==> config.mk <==
export PLATFORM = sky130hd
export DESIGN_NAME = demux_l2_rx
export DESIGN_NICKNAME = d
export VERILOG_FILES = /design/src/rtl/demux_l2_rx.sv
export SDC_FILE = /design/constraint.sdc
export NUM_CORES = 1
export LEC_CHECK = 0
export CORE_MARGIN = 2
export CORE_UTILIZATION = 44
export CTS_CLUSTER_SIZE = 20
export DETAILED_ROUTE_END_ITERATION = 10
export GPL_TIMING_DRIVEN = 1
export MAX_ROUTING_LAYER = met4
export PLACE_DENSITY = 0.79
export SETUP_SLACK_MARGIN = 0.5
export SYNTH_ARGS = -nofsm -noshare
export SYNTH_HDL_FRONTEND = slang
export SYNTH_SLANG_ARGS = --single-unit
==> constraint.sdc <==
create_clock -name cclk -period 2.01 [get_ports cclk]
set_input_delay 0.3015 -clock cclk [delete_from_list [all_inputs] [get_ports cclk]]
set_output_delay 0.3015 -clock cclk [all_outputs]
set_load 0.01 [all_outputs]
==> src/rtl/demux_l2_rx.sv <==
// demux_l2_rx: rebuilds four byte lanes from a single striped byte stream.
// A group is aligned on the first valid byte seen while idle. Slots 0..2 are
// held in shadow registers. Slot 3 goes straight to the outputs on the closing edge.
module demux_l2_rx #(
    parameter int unsigned LANES = 4,
    parameter int unsigned DW    = 8
) (
    input  logic          cclk,
    input  logic          reset,
    input  logic          valid_in,
    input  logic [DW-1:0] data_in,
    output logic [DW-1:0] data_out0,
    output logic [DW-1:0] data_out1,
    output logic [DW-1:0] data_out2,
    output logic [DW-1:0] data_out3,
    output logic          valid_out0,
    output logic          valid_out1,
    output logic          valid_out2,
    output logic          valid_out3,
    output logic          out_stb,
    output logic [7:0]    group_cnt
);

    localparam int unsigned SW = $clog2(LANES);
    localparam logic [SW-1:0] LastSlot = SW'(LANES - 1);

    typedef enum logic [0:0] {StIdle, StRecv} state_t;

    state_t             r_state;
    state_t             w_state_d;
    logic [SW-1:0]      r_slot;
    logic [DW-1:0]      r_shadow_d [LANES-1];
    logic [LANES-2:0]   r_shadow_v;
    logic [DW-1:0]      r_data_out [LANES];
    logic [LANES-1:0]   r_valid_out;
    logic               r_out_stb;
    logic [7:0]         r_group_cnt;

    logic [DW-1:0]      w_byte;
    logic               w_close;
    logic               w_any_valid;

    // Invalid bytes are stored as zero so partial groups report clean data.
    assign w_byte      = valid_in ? data_in : '0;
    assign w_any_valid = valid_in | (|r_shadow_v);

    // State register.
    always_ff @(posedge cclk) begin
        if (reset) begin
            r_state <= StIdle;
        end else begin
            r_state <= w_state_d;
        end
    end

    // Next state and group-close decode.
    always_comb begin
        w_state_d = r_state;
        w_close   = 1'b0;
        unique case (r_state)
            StIdle: begin
                if (valid_in) begin
                    w_state_d = StRecv;
                end
            end
            StRecv: begin
                if (r_slot == LastSlot) begin
                    w_close = 1'b1;
                    // A fully empty group ends the burst; realign on the next valid.
                    if (!w_any_valid) begin
                        w_state_d = StIdle;
                    end
                end
            end
            default: w_state_d = StIdle;
        endcase
    end

    // Slot capture, group close and output registers.
    always_ff @(posedge cclk) begin
        if (reset) begin
            r_slot      <= '0;
            r_shadow_v  <= '0;
            r_valid_out <= '0;
            r_out_stb   <= 1'b0;
            r_group_cnt <= 8'h00;
            for (int i = 0; i < LANES - 1; i++) begin
                r_shadow_d[i] <= '0;
            end
            for (int i = 0; i < LANES; i++) begin
                r_data_out[i] <= '0;
            end
        end else begin
            r_out_stb <= 1'b0;
            if (r_state == StIdle) begin
                if (valid_in) begin
                    r_shadow_d[0] <= data_in;
                    r_shadow_v[0] <= 1'b1;
                    r_slot        <= SW'(1);
                end
            end else if (w_close) begin
                for (int i = 0; i < LANES - 1; i++) begin
                    r_data_out[i]  <= r_shadow_d[i];
                    r_valid_out[i] <= r_shadow_v[i];
                end
                r_data_out[LANES-1]  <= w_byte;
                r_valid_out[LANES-1] <= valid_in;
                r_out_stb            <= 1'b1;
                r_group_cnt          <= r_group_cnt + 8'd1;
                r_slot               <= '0;
            end else begin
                // Transmitter walks one lane per cycle, so capture regardless of valid.
                for (int i = 0; i < LANES - 1; i++) begin
                    if (r_slot == SW'(i)) begin
                        r_shadow_d[i] <= w_byte;
                        r_shadow_v[i] <= valid_in;
                    end
                end
                r_slot <= r_slot + SW'(1);
            end
        end
    end

    assign data_out0  = r_data_out[0];
    assign data_out1  = r_data_out[1];
    assign data_out2  = r_data_out[2];
    assign data_out3  = r_data_out[3];
    assign valid_out0 = r_valid_out[0];
    assign valid_out1 = r_valid_out[1];
    assign valid_out2 = r_valid_out[2];
    assign valid_out3 = r_valid_out[3];
    assign out_stb    = r_out_stb;
    assign group_cnt  = r_group_cnt;

endmodule

==> results_dict.tcl, run 1 <==
set metrics [dict create \
    postLayoutCellArea_um2 4070 \
    cts_sinks 75 \
    via_count 1905 \
    path_delay_family "simple AND/OR/NAND/NOR gates" \
    syn_area_um2 2970 \
    cts_buffers 9 \
    drt_wl_total_um 5770 \
    diodes 0 \
    rsz0062_at_grt "yes" \
    syn_to_final_growth_pct 36.9 \
    async_flop_share 0 \
    synth_top_area_frac 0.566 \
    grt_usage 0.167 \
    fin_crit_sh 0.845 \
    clkLatencyLatePin_ps 350 \
    cts_tree "built" \
    grt_pass1_wl_um 8940 \
    startpoint_type "flop" \
    synthTopCellsByArea "edfxtp_1 (57%), dfxtp_1 (13%), and2_1 (7.0%), nor3b_1 (2.3%), ha_1 (2.1%)" \
    tightest_slew_ps 409 \
    synth_nets 233 \
    ys_ff_latch 75 \
    rows 29 \
    hold_viol 0 \
    path_class "flop to flop" \
    dieHeight_um 86.2 \
    power.density_nw_per_um2 843 \
    slew-limit-headroom 0.727 \
    period_minus_slack_ps 1700 \
    netlist_instances 217 \
    place_hpwl_um 3770 \
    yosysWarnings 0 \
    htreeDepth 3 \
    slowest_stage "or3_4" \
    synth_edf_count 56 \
    crit_fanout 5 \
    io_pins 56 \
    synth_cell_types 35 \
    max_stage_delay_ps 420 \
    grt_pass1_vias 1861 \
    yosysMostFrequentCell "edfxtp_1" \
    dieArea_um2 7420 \
    slew_viol_final 0 \
    clk_path_buf_depth 2 \
    die_w_um 86.2 \
    worstPathArrival_ps 1800 \
    avgSynthCellArea_um2 13.7 \
    grt-ovfl-total 0 \
    hp-class "flop to flop" \
    ctsHoldBuffers 0 \
    viasPerCell 5.12 \
    fmax_mhz 589 \
    vdd_drop_max_mv 0.459 \
    route.detailed.drc 0 \
    crit_path_end_kind "flop" \
    wire_per_inst_um 15.5 \
    clk_pin_slew_ps 80 \
    grt_antenna_before_repair 0 \
    globalplace.congestion 0.845 \
    synth-seq-area-share 0.694 \
    ys.flop_type "edfxtp_1" \
    hold_slack_ps 448 \
    outcome "finished, final reports clean" \
    cp_data_required_time_ps 2110 \
    max_cap_violations 0 \
    final_antenna_net_count 0 \
    crit_chain "inv_4 > ha_4 > or3_4 > a31oi_4 > and4bb_2" \
    grt_max_degree 26 \
    yosysTopAreaCell "edfxtp_1" \
    crit_buf_inv 1 \
    finClkSkew_ps 12.3 \
    coreArea_um2 6420 \
    root_buffer "clkbuf_8" \
    place_area_um2 3660 \
    final_layout_size_suffix_gt1_frac 0.220 \
    num-nets-final 306 \
    p_leak_nw 1.68 \
    synthTopCellsByCount "edfxtp_1 (56), and2_1 (33), dfxtp_1 (19)" \
    drt_iter0_drc 164 \
    numPortBuffers 55 \
    setup_violations 0 \
    initial_utilization 0.462 \
    first_pass_iters 4 \
]
==> metal layers <==
metal	track usage	vias to the layer above	routed length [µm]
li1	-	941	-
met1	0.192	898	2520
met2	0.276	60	2870
met3	0.0539	6	345
met4	0.0577	0	44
met5	-	-	0
==> final cells by class <==
class | count | area [µm²]
clock buffers | 9 | 124
clock inverters | 7 | 124
fillers | 508 | 2360
inverters | 7 | 35.0
multi-input cells | 126 | 977
flip-flops and latches | 75 | 2070
well taps | 77 | 96.3
repair buffers | 71 | 637
==> worst register-to-register path: cells and delay by family (launching register included) <==
family / cells / cell delay, ps
AND/OR/NAND/NOR: 2 / 670
flip-flops: 1 / 390
AO/OA/AOI/OAI: 1 / 190
buffers and inverters: 1 / 50
adder cells (fa/ha/maj): 1 / 150
==> power by group <==
part           internal [mW]  leakage (nW)  switching, mW
Clock                  0.835         0.120          0.581
Combinational          0.120         0.824          0.134
Sequential              1.73         0.740         0.0240
Total                   2.69          1.68          0.739
==> flip-flops by register name, summed over array words and instances, names as in the netlist <==
name         cells
r_state          1
r_data_out      32
r_slot           2
r_shadow_v       3
out_stb          1
r_valid_out      4
r_shadow_d      24
group_cnt        8
==> logic make-up (layout without fill, tap and decap cells) <==
logic type	after synthesis	count (layout)	synth area share
DFF	75	75	0.694
and+or+nand+nor	93	94	0.198
adders and majority gates	5	5	0.0211
buffers and inverters	17	94	0.0227
muxes	2	2	0.00674
xor gates and xnor gates	2	2	0.00590
AOI/OAI and AO/OA	23	23	0.0514
==> path summary, 6_finish.rpt <==
check	from	end	slack (ps)	cells past startpoint
worst min register to register	r_valid_out[3]	r_valid_out[3]	450	2
worst max register to register	r_slot[0]	r_shadow_d[0][3]	310	5
worst min-delay path	r_valid_out[3]	r_valid_out[3]	450	2
worst max-delay path	r_slot[0]	r_shadow_d[0][3]	310	5
==> layout by cell type, fill, tap and decap left out, types with 4 or more instances in the layout <==
cell type	n
and2_1	33
dlymetal6s2s_1	4
dfxtp_1	14
buf_4	14
nand3b_1	4
inv_1	4
clkdlybuf4s50_1	10
clkbuf_8	9
a21oi_1	11
nand2_1	9
nor2_1	8
edfxtp_1	56
nor3b_1	7
nand2b_4	4
dlygate4sd2_1	41
==> stage by stage <==
stage	setup slack [ps]	power (mW)	TNS, ps	instances	utilization
global route	257	3.53	0	372	0.633
floorplan	352	1.91	0	217	-
CTS	279	3.43	0	367	0.618
detailed placement	-68.1	2.02	-604	346	0.570
global placement	22.8	2.02	0	346	0.570
finish	311	3.43	0	372	0.633
==> timing repair <==
action / 4_1_cts / 5_1_grt
setup endpoints to repair: 150 / 66
gates resized for setup: 61 / 14
gates cloned: 1 / 0
pin swaps: 3 / 4
buffers inserted: 4 / 5
(Power assumes the default switching activity.)
==> run 2: changes to the inputs <==
==> constraint.sdc (replaced) <==
create_clock -name cclk -period 1.5 [get_ports cclk]
set_input_delay 0.225 -clock cclk [delete_from_list [all_inputs] [get_ports cclk]]
set_output_delay 0.225 -clock cclk [all_outputs]
set_load 0.01 [all_outputs]
==> run 2 against run 1 <==
Compared with the run above: the run now ends with negative setup slack left; worst hold slack improved by 16 ps; clock skew decreased by 6.2 ps; cell count increased by 3.0%; setup slack got worse by 510 ps; critical path depth unchanged; count of clock-buffer cells in the layout increased by 1; via count increased by 1.9%; clock power decreased by 9.9%; sequential share of layout area increased by 0.89 points; cell area decreased by 0.77%.
==> results_dict.tcl, run 2 (synthesized netlist as in run 1, its figures left out) <==
set metrics [dict create \
    coreArea_um2 6420 \
    final_antenna_net_count 0 \
    worstReg2RegStart "r_slot[0]" \
    nFillCells 492 \
    grt_antenna_before_repair 0 \
    route.detailed.drc 0 \
    first_pass_iters 4 \
    path_class "flop to flop" \
    diodes 0 \
    htreeDepth 3 \
    power.density_nw_per_um2 987 \
    die_w_um 86.2 \
    layout_common_cells "edfxtp_1 (56), and2_1 (32), buf_2 (32)" \
    period_minus_slack_ps 1700 \
    slowest_stage "or3_4" \
    rows 29 \
    grt_usage 0.175 \
    final_util 0.628 \
    finClkSkew_ps 6.17 \
    grt_pass1_vias 1907 \
    fin_crit_sh 1.13 \
    place_hpwl_um 3990 \
    mostFrequentLayoutCell "edfxtp_1" \
    root_buffer "clkbuf_8" \
    final_layout_size_suffix_gt1_frac 0.425 \
    hp-class "flop to flop" \
    violations "negative setup slack" \
    hold_viol 0 \
    grt-ovfl-total 0 \
    setup_violations 67 \
    dieArea_um2 7420 \
    crit_buf_inv 1 \
    grt_pass1_wl_um 9370 \
    globalplace.congestion 0.777 \
    cts_sinks 75 \
    wire_per_inst_um 15.4 \
    numPortBuffers 55 \
    placedCellCount 359 \
    setup_ws_ps -198 \
    slew-limit-headroom 0.818 \
    cts_tree "built" \
    viasPerCell 5.07 \
    fmax_mhz 589 \
    cts_buffers 9 \
    grt_max_degree 26 \
    crit_chain "inv_2 > ha_4 > or3_4 > a31oi_4 > and4bb_2" \
    outcome "finished with violations" \
    crit_path_end_kind "flop" \
    rsz0062_at_grt "yes" \
    cp_data_required_time_ps 1600 \
    startpoint "r_slot[0]" \
    slew_viol_final 0 \
    path_delay_family "simple AND/OR/NAND/NOR gates" \
    top_register "r_data_out" \
    via_count 1942 \
    tightest_slew_ps 270 \
    p_leak_nw 1.59 \
    dieHeight_um 86.2 \
    worstPathArrival_ps 1790 \
    clk_path_buf_depth 2 \
    clkLatencyLatePin_ps 340 \
    drt_iter0_drc 85 \
    vdd_drop_max_mv 0.519 \
    startpoint_type "flop" \
    syn_to_final_growth_pct 35.8 \
    io_pins 56 \
    crit_fanout 5 \
    num-nets-final 317 \
    initial_utilization 0.462 \
    hp-start "r_valid_out[3]" \
    clk_pin_slew_ps 70 \
    largest_register_ffs 32 \
    max_cap_violations 0 \
    max_stage_delay_ps 400 \
    drt_wl_total_um 5890 \
    fin_cells 383 \
]
run 2: changes by cell type in the layout (fill, tap and decap cells not counted), moves of 8 or more:
| cell | delta |
|---|---|
| buf_2 | +32 |
| buf_6 | +14 |
| nor3b_4 | +8 |
| buf_4 | +8 |
| dlygate4sd2_1 | -41 |
| dfxtp_1 | -10 |
run 2: worst register-to-register path, stage by stage, from the launching register on:
cell and delay (ps):
dfxtp_2 370, inv_2 70, ha_4 150, or3_4 400, a31oi_4 210, and4bb_2 260
run 2: area by class of cell:
type | instances | area [µm²] | share of cell area
clock buffers | 10 | 128 | 0.0316
clock inverters | 6 | 32.5 | 0.00806
flip-flops and latches | 75 | 2090 | 0.519
well taps | 77 | 96.3 | 0.0239
repair buffers | 83 | 666 | 0.165
multi-input cells | 125 | 993 | 0.246
inverters | 7 | 26.3 | 0.00651
run 2: where the power goes:
group | switching, mW | leakage (nW) | internal, mW | total (mW)
Sequential | 0.0337 | 0.746 | 2.32 | 2.35
Combinational | 0.183 | 0.763 | 0.167 | 0.350
Clock | 0.698 | 0.0771 | 0.583 | 1.28
Total | 0.914 | 1.59 | 3.07 | 3.98
run 2: worst paths after layout:
path / cells after the start / end / slack, ps
worst min-delay path: 2 / r_valid_out[3] / 460
worst max register to register: 5 / r_shadow_d[0][1] / -200
worst max-delay path: 5 / r_shadow_d[0][1] / -200
worst min register to register: 2 / r_valid_out[3] / 460
run 2: per-stage QoR:
stage	power, mW	instance area, µm²	hold WS (ps)	setup slack, ps	TNS (ps)
3_3_place_gp	2.73	3820	439	-198	-7710
4_1_cts	4.01	4010	466	-214	-10410
6_report	3.98	4040	465	-198	-4400
5_1_grt	4.15	4040	483	-243	-10330
3_5_place_dp	2.74	3820	451	-244	-11560
2_1_floorplan	2.56	3030	423	-156	-1630
run 2: routing by layer:
metal,track usage,part of all wire,vias up
met5,-,0,-
met4,0.0837,0.022,0
met3,0.0481,0.062,12
met2,0.283,0.51,60
met1,0.202,0.41,923
li1,-,-,947
run 2: repair_timing:
action	CTS	global route
endpoints found under the hold margin	0	0
resized for setup	227	6
buffers inserted	8	0
hold buffers	0	0
pin swaps	6	5
endpoints found under the setup margin	176	176
==> variant: new RTL, config.mk and constraints of run 2 <==
Change the parameter `DW` from 8 to 10.
--- a/src/rtl/demux_l2_rx.sv
+++ b/src/rtl/demux_l2_rx.sv
@@ -4,5 +4,5 @@
 module demux_l2_rx #(
     parameter int unsigned LANES = 4,
-    parameter int unsigned DW    = 8
+    parameter int unsigned DW    = 10
 ) (
     input  logic          cclk,
Interface: changed (5 resized); port bits go from 56 to 66. The function was not compared with the original's and may differ.
==> variant against run 2 <==
The flow still finishes with violations (negative setup slack); synthesized area grew 17%; sequential power grew 20%; combinational power grew 32%; hold slack gained 0.0031 ns; power grew 33%; non-clock buffer count grew 36; wire length grew 33%; sequential cell count grew 14; critical path depth grew 1; via count grew 23%; setup slack lost 0.0082 ns; cell area grew 27%; critical endpoint is now r_shadow_d[0][8].
==> variant: results (changes against run 2) <==
The peak per-stage delay on the critical path works out to 0.40 ns (about the same). HPWL after detailed placement: 4.44 mm (+11%). The share of synthesized registers carrying an async set or reset works out to 0 (unchanged).

The flip-flop count of the largest register, all copies and words added was 40 (+25%); the number of failing setup endpoints in the final timing report was 117 (+75%). For the worst-case setup margin in the final layout, the log shows -0.207 ns (-0.00824 ns). The number of buffers between clock root and the deepest sink was 2 (unchanged).

The cell family contributing the most delay on the critical path is buffers and inverters. The number of CTS-inserted buffers was 9 (unchanged); the maximum fanout encountered on the critical timing path was 8 (+3). The via count of the first global-routing pass is 2201 (+15%). Weighted congestion reported at the end of routability-driven placement: 0.801 (+3.1%). The number of enable-type register cells in the synthesized netlist was 70 (+25%); the data arrival time of the critical path was 1.83 ns (+0.04 ns).

The routed length per placed instance is 16.6 um (+8.1%). The count of unique library cells instantiated by Yosys came out at 37 (+5.7%). The tools report the root buffer selected by CTS as sky130_fd_sc_hd__clkbuf_8. The placed instance area is 4490 um^2 (+18%), and the pin count of the biggest net entering global routing is 32 (+23%).

The total of warnings raised by yosys was 0 (unchanged); the worst max-slew margin expressed relative to the limit was 0.735 (-0.0828). Number of DRC markers in iteration 0: 133 (+56%). The tools report the total nets after synthesis as 261 (+12%).

The fraction of final layout cells sized beyond drive strength 1 works out to 0.477 (+0.0523). The cell with the biggest individual delay on the critical path is sky130_fd_sc_hd__nor4bb_1. The flow ran to the end, but the final reports show violations. The count of TritonRoute iterations in the first routing pass was 4 (unchanged); the met1 track demand over resource in global routing was 0.185 (-0.0174). The via total after detailed routing came out at 2397 (+23%). The sequential cell area fraction in the yosys report is 0.714 (+0.0197).

The run gives 0.0128 ns (+0.00665 ns) as the final setup skew. The count of buffers inserted at the top-level ports was 65 (+18%); the met3 global-route usage was 0.0472 (-0.000930). The final reports fail on negative setup slack. The number of inserted filler cells in the final layout is 552 (+12%). The met2 layer usage reported by global route was 0.306 (+0.0229). The CTS clock-pin slew for the worst setup and hold paths came out at 0.09 ns (+0.02 ns). By count the netlist is led by sky130_fd_sc_hd__edfxtp_1 (70), sky130_fd_sc_hd__and2_1 (41), sky130_fd_sc_hd__dfxtp_1 (19). The maximum resistive drop on vdd was 569 uV (+9.7%).

The tightest min-delay check is of the reg -> reg type. The insertion delay to the later sink of the worst-skew pair came out at 0.35 ns. The number of antenna repair diodes was 0 (unchanged). The H-tree level count is 3 (unchanged), and the leakage power figure is 2.08 nW (+31%). For the global router's overall resource usage, the log shows 0.170 (-0.00546).

The tools report the count of nets after finishing as 384 (+21%). In the post-synthesis netlist, the biggest area contributors are sky130_fd_sc_hd__edfxtp_1 (60%), sky130_fd_sc_hd__dfxtp_1 (11%), sky130_fd_sc_hd__and2_1 (7.4%). For the wire length of the first global-routing pass, the log shows 10.7 mm (+15%).

The tools report the number of antenna violations at the first check in global routing as 0 (unchanged). The register with the most flip-flops is r_data_out.
-- variant: logic make-up (layout without fill, tap and decap cells) --
kind of cell,after synthesis,in the layout,synth area share
fa+ha+maj,5,5,0.0180
mux,2,2,0.00576
flops,89,89,0.714
compound gates,23,23,0.0439
buf+inv,17,142,0.0209
xor+xnor,2,2,0.00504
simple gates,105,108,0.193
-- variant: through the flow --
stage | worst slack [ns] | TNS, ns | instances
CTS | -0.185 | -10.30 | 458
detailed placement | -0.238 | -15.60 | 427
floorplan | -0.165 | -4.29 | 243
global route | -0.235 | -19.05 | 473
finish | -0.207 | -13.37 | 473
global placement | -0.177 | -11.85 | 427
-- variant: final timing paths --
kind / cells after the start / start / to / slack, ns
worst max register to register: 6 / r_slot[0] / r_shadow_d[0][8] / -0.21
worst max-delay path: 6 / r_slot[0] / r_shadow_d[0][8] / -0.21
worst min register to register: 2 / r_valid_out[2] / r_valid_out[2] / 0.47
worst min-delay path: 2 / r_valid_out[2] / r_valid_out[2] / 0.47
-- variant: worst register-to-register path, cell delays in order, from the launching register on --
cell and delay (ns):
sky130_fd_sc_hd__dfxtp_4 0.37, sky130_fd_sc_hd__buf_4 0.15, sky130_fd_sc_hd__ha_4 0.21, sky130_fd_sc_hd__inv_4 0.10, sky130_fd_sc_hd__a31oi_4 0.11, sky130_fd_sc_hd__buf_6 0.15
sky130_fd_sc_hd__nor4bb_1 0.40
-- variant: area by class of cell --
type | count | area [um^2] | area share
timing repair buffer | 119 | 1070 | 0.209
multi-input combinational | 140 | 1130 | 0.219
inverter | 7 | 31.3 | 0.00609
clock buffer | 9 | 124 | 0.0241
tap | 102 | 128 | 0.0249
sequential | 89 | 2520 | 0.491
clock inverter | 7 | 133 | 0.0258
-- variant: routing by layer --
layer  vias to the layer above  share of wire
met2                        80           0.53
li1                       1136              -
met3                        15          0.056
met4                         0          0.019
met1                      1166           0.40
met5                         -              0
-- variant: power by group --
group / switching, mW / internal [mW] / leakage, nW
clock network: 0.900 / 1.14 / 0.128
logic: 0.230 / 0.232 / 1.06
registers: 0.0438 / 2.77 / 0.892
-- variant: timing repair --
| item | in CTS | in global routing |
|---|---|---|
| setup buffers | 11 | 9 |
| setup endpoints to repair | 212 | 212 |
| pin swaps | 1 | 7 |
| resized for setup | 252 | 40 |
| endpoints found under the hold margin | 0 | 0 |
| gates cloned | 4 | 6 |
